### src/rtl/coeff_loader.sv
// coeff_loader: MSB-first serial-to-parallel loader that fills the coefficient memory.
// Define COEFF_LOADER_CHECKSUM_EN to add a running modulo-2^WORD_W checksum output.
module coeff_loader #(
  parameter int WORD_W    = 16,
  parameter int NUM_COEFF = 512,
  parameter int ADDR_W    = 9
) (
  input  logic              Sclk_i,
  input  logic              Reset_n_i,
  input  logic              loadStart_i,
  input  logic              Frame_i,
  input  logic              serialIn_i,
  output logic [ADDR_W-1:0] coeffWriteAddr_o,
  output logic [WORD_W-1:0] coeffDataIn_o,
  output logic              writeEnable_o,
  output logic              busy_o,
  output logic              loadDone_o,
`ifdef COEFF_LOADER_CHECKSUM_EN
  output logic              frameErr_o,
  output logic [WORD_W-1:0] checksum_o
`else
  output logic              frameErr_o
`endif
);

  localparam int                CNT_W     = $clog2(WORD_W);
  localparam logic [CNT_W-1:0]  LAST_BIT  = CNT_W'(WORD_W - 1);
  localparam logic [ADDR_W-1:0] LAST_ADDR = ADDR_W'(NUM_COEFF - 1);

  typedef enum logic [1:0] {IDLE, ARMED, SHIFT, DONE} state_e;

  state_e            state_q, state_d;
  logic [WORD_W-2:0] shift_q, shift_d;
  logic [WORD_W-1:0] data_q, data_d;
  logic [WORD_W-1:0] nextWord;
  logic [CNT_W-1:0]  bitCnt_q, bitCnt_d;
  logic [ADDR_W-1:0] wordCount_q, wordCount_d;
  logic [ADDR_W-1:0] addr_q, addr_d;
  logic              pend_q, pend_d;
  logic              we_q, we_d;
  logic              busy_q, busy_d;
  logic              done_q, done_d;
  logic              err_q, err_d;
  logic              lastBit;

  assign lastBit  = (bitCnt_q == LAST_BIT);
  assign nextWord = {shift_q, serialIn_i};

  always_ff @(posedge Sclk_i or negedge Reset_n_i) begin
    if (!Reset_n_i) state_q <= IDLE;
    else            state_q <= state_d;
  end

  always_comb begin
    state_d = state_q;
    if (loadStart_i) begin
      state_d = ARMED;
    end else begin
      case (state_q)
        ARMED:   if (Frame_i) state_d = SHIFT;
        SHIFT:   if (!Frame_i && lastBit)
                   state_d = (wordCount_q == LAST_ADDR) ? DONE : ARMED;
        default: state_d = state_q;
      endcase
    end
  end

  // A pending capture always turns into a strobe one edge later, even across
  // a loadStart abort, so address/data lead the rising strobe by a full cycle.
  always_comb begin
    shift_d     = shift_q;
    bitCnt_d    = bitCnt_q;
    wordCount_d = wordCount_q;
    addr_d      = addr_q;
    data_d      = data_q;
    pend_d      = 1'b0;
    we_d        = pend_q;
    busy_d      = busy_q;
    done_d      = done_q;
    err_d       = err_q;
    if (loadStart_i) begin
      shift_d     = '0;
      bitCnt_d    = '0;
      wordCount_d = '0;
      busy_d      = 1'b1;
      done_d      = 1'b0;
      err_d       = 1'b0;
    end else begin
      case (state_q)
        ARMED: begin
          if (Frame_i) begin
            shift_d  = {{(WORD_W-2){1'b0}}, serialIn_i};
            bitCnt_d = CNT_W'(1);
          end
        end
        SHIFT: begin
          if (Frame_i) begin
            shift_d  = {{(WORD_W-2){1'b0}}, serialIn_i};
            bitCnt_d = CNT_W'(1);
            err_d    = 1'b1;
          end else if (lastBit) begin
            data_d      = nextWord;
            addr_d      = wordCount_q;
            wordCount_d = wordCount_q + ADDR_W'(1);
            bitCnt_d    = '0;
            pend_d      = 1'b1;
          end else begin
            shift_d  = nextWord[WORD_W-2:0];
            bitCnt_d = bitCnt_q + CNT_W'(1);
          end
        end
        DONE: begin
          if (we_q) begin
            busy_d = 1'b0;
            done_d = 1'b1;
          end
        end
        default: ;
      endcase
    end
  end

  always_ff @(posedge Sclk_i or negedge Reset_n_i) begin
    if (!Reset_n_i) begin
      shift_q     <= '0;
      bitCnt_q    <= '0;
      wordCount_q <= '0;
      addr_q      <= '0;
      data_q      <= '0;
      pend_q      <= 1'b0;
      we_q        <= 1'b0;
      busy_q      <= 1'b0;
      done_q      <= 1'b0;
      err_q       <= 1'b0;
    end else begin
      shift_q     <= shift_d;
      bitCnt_q    <= bitCnt_d;
      wordCount_q <= wordCount_d;
      addr_q      <= addr_d;
      data_q      <= data_d;
      pend_q      <= pend_d;
      we_q        <= we_d;
      busy_q      <= busy_d;
      done_q      <= done_d;
      err_q       <= err_d;
    end
  end

  assign coeffWriteAddr_o = addr_q;
  assign coeffDataIn_o    = data_q;
  assign writeEnable_o    = we_q;
  assign busy_o           = busy_q;
  assign loadDone_o       = done_q;
  assign frameErr_o       = err_q;

`ifdef COEFF_LOADER_CHECKSUM_EN
  logic [WORD_W-1:0] sum_q, sum_d;

  // Accumulate on the strobe edge, the same edge the memory commits the word.
  always_comb begin
    sum_d = sum_q;
    if (loadStart_i) sum_d = '0;
    else if (pend_q) sum_d = sum_q + data_q;
  end

  always_ff @(posedge Sclk_i or negedge Reset_n_i) begin
    if (!Reset_n_i) sum_q <= '0;
    else            sum_q <= sum_d;
  end

  assign checksum_o = sum_q;
`endif

endmodule

### config.mk
export PLATFORM = sky130hd
export DESIGN_NAME = coeff_loader
export DESIGN_NICKNAME = d
export VERILOG_FILES = /design/src/rtl/coeff_loader.sv
export SDC_FILE = /design/constraint.sdc
export NUM_CORES = 1
export LEC_CHECK = 0
export ABC_AREA = 1
export CORE_MARGIN = 5
export CORE_UTILIZATION = 58
export CTS_CLUSTER_DIAMETER = 50
export CTS_CLUSTER_SIZE = 8
export DETAILED_ROUTE_END_ITERATION = 7
export MAX_ROUTING_LAYER = met4
export PLACE_DENSITY = 0.83
export SYNTH_ARGS = -nofsm -noshare
export SYNTH_HDL_FRONTEND = slang
export SYNTH_SLANG_ARGS = --single-unit
### constraint.sdc
create_clock -name Sclk_i -period 3 [get_ports Sclk_i]
set_input_delay 0.45 -clock Sclk_i [delete_from_list [all_inputs] [get_ports Sclk_i]]
set_output_delay 0.45 -clock Sclk_i [all_outputs]
set_load 0.03 [all_outputs]
# ---- After elaboration in Yosys (flattened, before gate mapping)
# Index checks and enable logic that the tools add are counted.
dict set report word_totals {
  ff_bits 60
  out_inout_bits 29
  wordCells 71
}
dict set report classes {
  add_sub_neg 2
  n_eq_ne 9
  muxes 32
  bitwise 2
  reduce_logical 15
}
# operator n
set ops {}
lappend ops {{2-to-1 mux 15 bit} 4}
lappend ops {{2-to-1 mux 9 bit} 4}
lappend ops {{case mux 15 bit (2 select lines)} 1}
lappend ops {{2-to-1 mux 4 bit} 4}
lappend ops {{2-to-1 mux 1 bit} 13}
lappend ops {{nonzero test 2 bit} 5}
lappend ops {{adder 9 x 1 -> 9 bit, second input constant} 1}
lappend ops {{equality test 9 bit, second input constant} 1}
lappend ops {{AND reduction 3 bit} 3}
lappend ops {{2-to-1 mux 2 bit} 4}
lappend ops {{case mux 4 bit (2 select lines)} 1}
lappend ops {{inequality test 3 bit, second input constant} 2}
lappend ops {{AND reduction 2 bit} 3}
lappend ops {{adder 4 x 1 -> 4 bit, second input constant} 1}
lappend ops {{equality test 2 bit, second input constant} 2}
lappend ops {{equality test 4 bit, second input constant} 1}
lappend ops {{inequality test 4 bit, second input constant} 1}
lappend ops {{case mux 2 bit (2 select lines)} 1}
lappend ops {{AND reduction 4 bit} 1}
lappend ops {{nonzero test 3 bit} 1}
lappend ops {{equality test 2 x 1 -> 1 bit, second input constant} 1}
lappend ops {{inequality test 2 bit, second input constant} 1}
lappend ops {{inverter 1 bit} 2}
lappend ops {{logical AND 1 bit} 1}
lappend ops {{zero test 1 bit} 1}

# ---- Depth between registers and ports, before layout
dict set report depth {
  depth_word 5
  ltp_mapped 9
  ltp_nobuf 8
}

# ---- Least setup slack after synthesis
# OpenSTA, ideal clock, no wires.
dict set report synth_path {
  path_kind {reg-to-reg}
  startpoint {register wordCount_q[0]}
  endpoint {register wordCount_q[8]}
  setup_time_ns 0.116
  t_arrival_ns 1.300
  setup_slack_ns 1.584
  path_stages_with_launch 9
  synth_period_minus_slack_ns 1.416
  path_cell_list {dfrtp_1 > ha_1 > nand3_1 > nor2_1 > nand3_1 > nor2_1 > ha_1 > nand2_1 > nand2_1}
}
dict set report synth_between {
  elab_chain_cells 5
}
# item line
set synth_rtl {}
lappend synth_rtl {{from (decl)} 37} ;# logic [ADDR_W-1:0] wordCount_q, wordCount_d;
lappend synth_rtl {{from (signal assigned)} 138} ;# wordCount_q <= wordCount_d;
lappend synth_rtl {{adder 9 x 1 -> 9 bit} 104} ;# wordCount_d = wordCount_q + ADDR_W'(1);
lappend synth_rtl {{2-to-1 mux 9 bit} 101} ;# end else if (lastBit) begin
lappend synth_rtl {{2-to-1 mux 9 bit} 97} ;# if (Frame_i) begin
lappend synth_rtl {{2-to-1 mux 9 bit} 89} ;# case (state_q)
lappend synth_rtl {{2-to-1 mux 9 bit} 81} ;# if (loadStart_i) begin
# Every way passes these cells. The select of a mux whose other input is x is not followed.
# A chain may end at the register's enable or synchronous reset.

# ---- Worst setup path in the final report
dict set report layout_path {
  startpoint {register data_q[15] (netlist: coeffDataIn_o[15])}
  endpoint {output port coeffDataIn_o[15]}
}
# item line
set layout_rtl {}
lappend layout_rtl {{from (decl)} 34} ;# logic [WORD_W-1:0] data_q, data_d;
lappend layout_rtl {{from (signal assigned)} 140} ;# data_q <= data_d;
lappend layout_rtl {{to (decl)} 14} ;# output logic [WORD_W-1:0] coeffDataIn_o,
# No word-level cell between the ends.

==> summary.md <==
| Metric | Value |
|---|---|
| Setup-failing EPs final | 0 |
| Clk root buf | clkbuf_8 |
| Fraction of registers with async set/reset | 100.0% |
| Row count | 24 |
| # nets final | 332 |
| Clock skew | 0.008143 ns |
| FF-to-FF setup slack | 1.30 ns |
| CP cell instances | clkdlybuf4s50_1 |
| Final min period | 1.835 ns |
| EDFF count, synth | 0 |
| Part of the power in the clock network | 41.5% |
| Synth warnings | 0 |
| Core area | 0.004324 mm2 |
| Power density over the cells | 493.5 mW/mm2 |
| Post-Syn Instances | 286 |
| VDD IR max | 0.3580 mV |
| Clk_lat worst skew | 0.34 ns |
| Final Total Pwr | 1521 uW |
| Syn Nets | 294 |
| Hold Path Class | primary input to async pin |
| I/O pins | 34 |
| Clk sinks | 60 |
| CTS buffer count | 9 |
| Synth unique cells | 22 |
| # Max-Cap Violations | 0 |
| Area contributors post-synth | dfrtp_1 58%, nand2_1 20%, nand3_1 2.5% |
| Top cells by count, synth | 139 x nand2_1, 60 x dfrtp_1, 13 x inv_1, 13 x nand3_1, 10 x nor2_1 |
| Rel. slew slack | 33.11% |
| Post-Synthesis Cell Area | 0.002584 mm2 |
| H-tree depth | 3 |
| Placed cells | 365 |
| Fmax | 544.9 MHz |
| Via count normalized by instance count | 5.045 |
| Slew Viols, Final | 0 |
| Crit-path max FO | 2 |
| Critical path type | register to primary output |
| Hold Buf Count CTS | 0 |
| GRT Total Usage | 19.03% |
| Top cell type by total area after synthesis | dfrtp_1 |
| First-pass GRT wire length | 8707 um |
| Combinational power share | 4.3% |
| Postcts setup bufs | 0 |
| Post-route design area | 0.003082 mm2 |
| Fin. Hold Viols | 0 |
| Static leakage | 0.001609 uW |
| Internal power | 1171 uW |
| Initial drt markers | 172 |
| R2R Path Start | bitCnt_q[0]$_DFFE_PN0P_ |
| Switching fraction of total power | 22.98% |
| WL/cell | 12.83 um |
| DR pass1 iterations | 4 |
| Vias in the first global route | 1,915 |
| CP Launch Type | register |
| RePlAce Congestion | 0.8144 |
| Flops & latches, synth | 60 |
| CTS tree | done |
| Die area | 0.005890 mm2 |
| Placed wire-length estimate | 3255 um |
| Die Y | 76.75 um |
| Fraction of power consumed by sequential logic | 54.1% |
| Worst-path clk slew | 0.06 ns |
| Area Growth Syn to Fin | 19.27% |
| Sequential share of the synthesized area | 58.11% |
| Final WL | 4875 um |
| Pin count of the biggest net entering global routing | 49 |
| Initial antenna violation count | 0 |
| Switching pwr | 349.4 uW |
| RSZ-0062 raised after global routing | no |
| Post-route ant nets | 0 |
| CTS resizes | 0 |
| Outcome | completed |
| Cell family with most CP delay | buffers and inverters |
| Synth Area per Inst | 9.034 um2 |
| Finished Layout Cells | 380 |
| Placed Area | 0.002913 mm2 |
| RR Endpoint | state_q[0]$_DFFE_PN0P_ |
| Slowest-stage cell, CP | clkdlybuf4s50_1 |
| Worst path buffer plus inverter count | 1 |
| Tightest Pin Transition | 1.003 ns |
| Critical Path RT | 2.55 ns |
| Share of layout cells above drive strength 1 | 10.98% |
| Port Buffers | 33 |
| CP endpoint kind | primary output |
| Total congestion overflow | 0 |
| CTS max path bufs | 2 |
| Diode count | 0 |
| Setup total negative slack | 0 ns |
| Reg2reg path depth | 5 |
| Tcrit/Tclk final | 61.18% |
| Prevailing post-synth register cell | dfrtp_1 |
| Critical Path Max Stage Delay | 0.69 ns |
| Worst path arrival time | 1.39 ns |
| Vias post-DR | 1,917 |
| Initial Util | 59.75% |
| Residual DRC | 0 |
| Synth top area share | 58.11% |
| Die width | 76.75 um |
| Most frequent cell after synthesis | nand2_1 |
[layout by cell type (no fill, tap or decap), types with 2 or more instances in the layout]
cell	Yosys	routed
clkbuf_8	0	11
xor2_1	4	4
o21ai_2	7	7
nand4_1	3	3
inv_1	13	13
inv_2	2	2
dfrtp_1	60	60
o21ai_0	9	9
clkbuf_1	0	2
nand3_2	2	2
clkdlybuf4s50_1	0	32
ha_1	3	3
nand2_2	3	3
a21oi_1	2	2
buf_4	2	2
clkinv_2	0	2
nor2_1	10	10
nor2_4	3	3
nand2_1	139	139
nand2_4	2	2
nand3_1	13	13
[layout make-up]
cell class / count / area, um2
flip-flops and latches: 60 / 1501
fillers: 361 / 1242
multi-input cells: 203 / 949.7
repair buffers: 35 / 340.3
clock buffers: 13 / 158.9
well taps: 52 / 65.06
inverters: 15 / 56.30
clock inverters: 2 / 10.01
[power by group through the flow]
stage / sequential (uW) / combinational [uW] / clock (uW)
floorplan: 837 / 37.2 / 0
global placement: 838 / 65.6 / 0
detailed placement: 838 / 66.6 / 0
CTS: 823 / 67.1 / 641
global route: 823 / 74.5 / 677
finish: 823 / 65.8 / 632
[through the flow]
stage | hold slack, ns | util (%) | worst slack, ns
5_1_grt | 0.3517 | 71.27 | 1.067
4_1_cts | 0.3211 | 71.27 | 1.152
3_5_place_dp | 0.3347 | 67.36 | 0.8721
6_report | 0.2856 | 71.27 | 1.165
2_1_floorplan | 0.1544 | - | 1.584
3_3_place_gp | 0.3321 | 67.36 | 0.8656
[worst max path at each step]
| stage | from | end | cells after the start |
|---|---|---|---|
| after global routing | loadStart_i | shift_q[7]$_DFFE_PN0P_ | 6 |
| after global placement | loadStart_i | shift_q[3]$_DFFE_PN0P_ | 6 |
| after CTS | coeffDataIn_o[15]$_DFFE_PN0P_ | coeffDataIn_o[15] | 1 |
| after detailed placement | loadStart_i | shift_q[7]$_DFFE_PN0P_ | 6 |
| after floorplan | wordCount_q[0]$_DFFE_PN0P_ | wordCount_q[8]$_DFFE_PN0P_ | 8 |
| final | coeffDataIn_o[15]$_DFFE_PN0P_ | coeffDataIn_o[15] | 1 |
[state kept, by name (all words and copies together) (netlist names)]
name,cells
writeEnable_o,1
busy_o,1
shift_q,15
coeffWriteAddr_o,9
coeffDataIn_o,16
frameErr_o,1
bitCnt_q,4
state_q,2
wordCount_q,9
loadDone_o,1
pend_q,1
[layer usage]
metal / track usage, % / share of wire, %
met5: - / 0
met4: 11.01 / 2.3
met3: 3.513 / 5.1
met2: 28.78 / 48
met1: 23.95 / 45
[logic make-up (layout without fill, tap and decap cells)]
logic type      after synthesis  in the layout  synth area share [%]
buf+inv                      23             65                 5.133
flops                        60             60                 58.11
fa+ha+maj                     3              3                 1.453
compound gates               19             19                 4.794
simple gates                176            176                 28.81
xor+xnor                      5              5                 1.695
No activity file was read; power rests on OpenSTA's default activity.
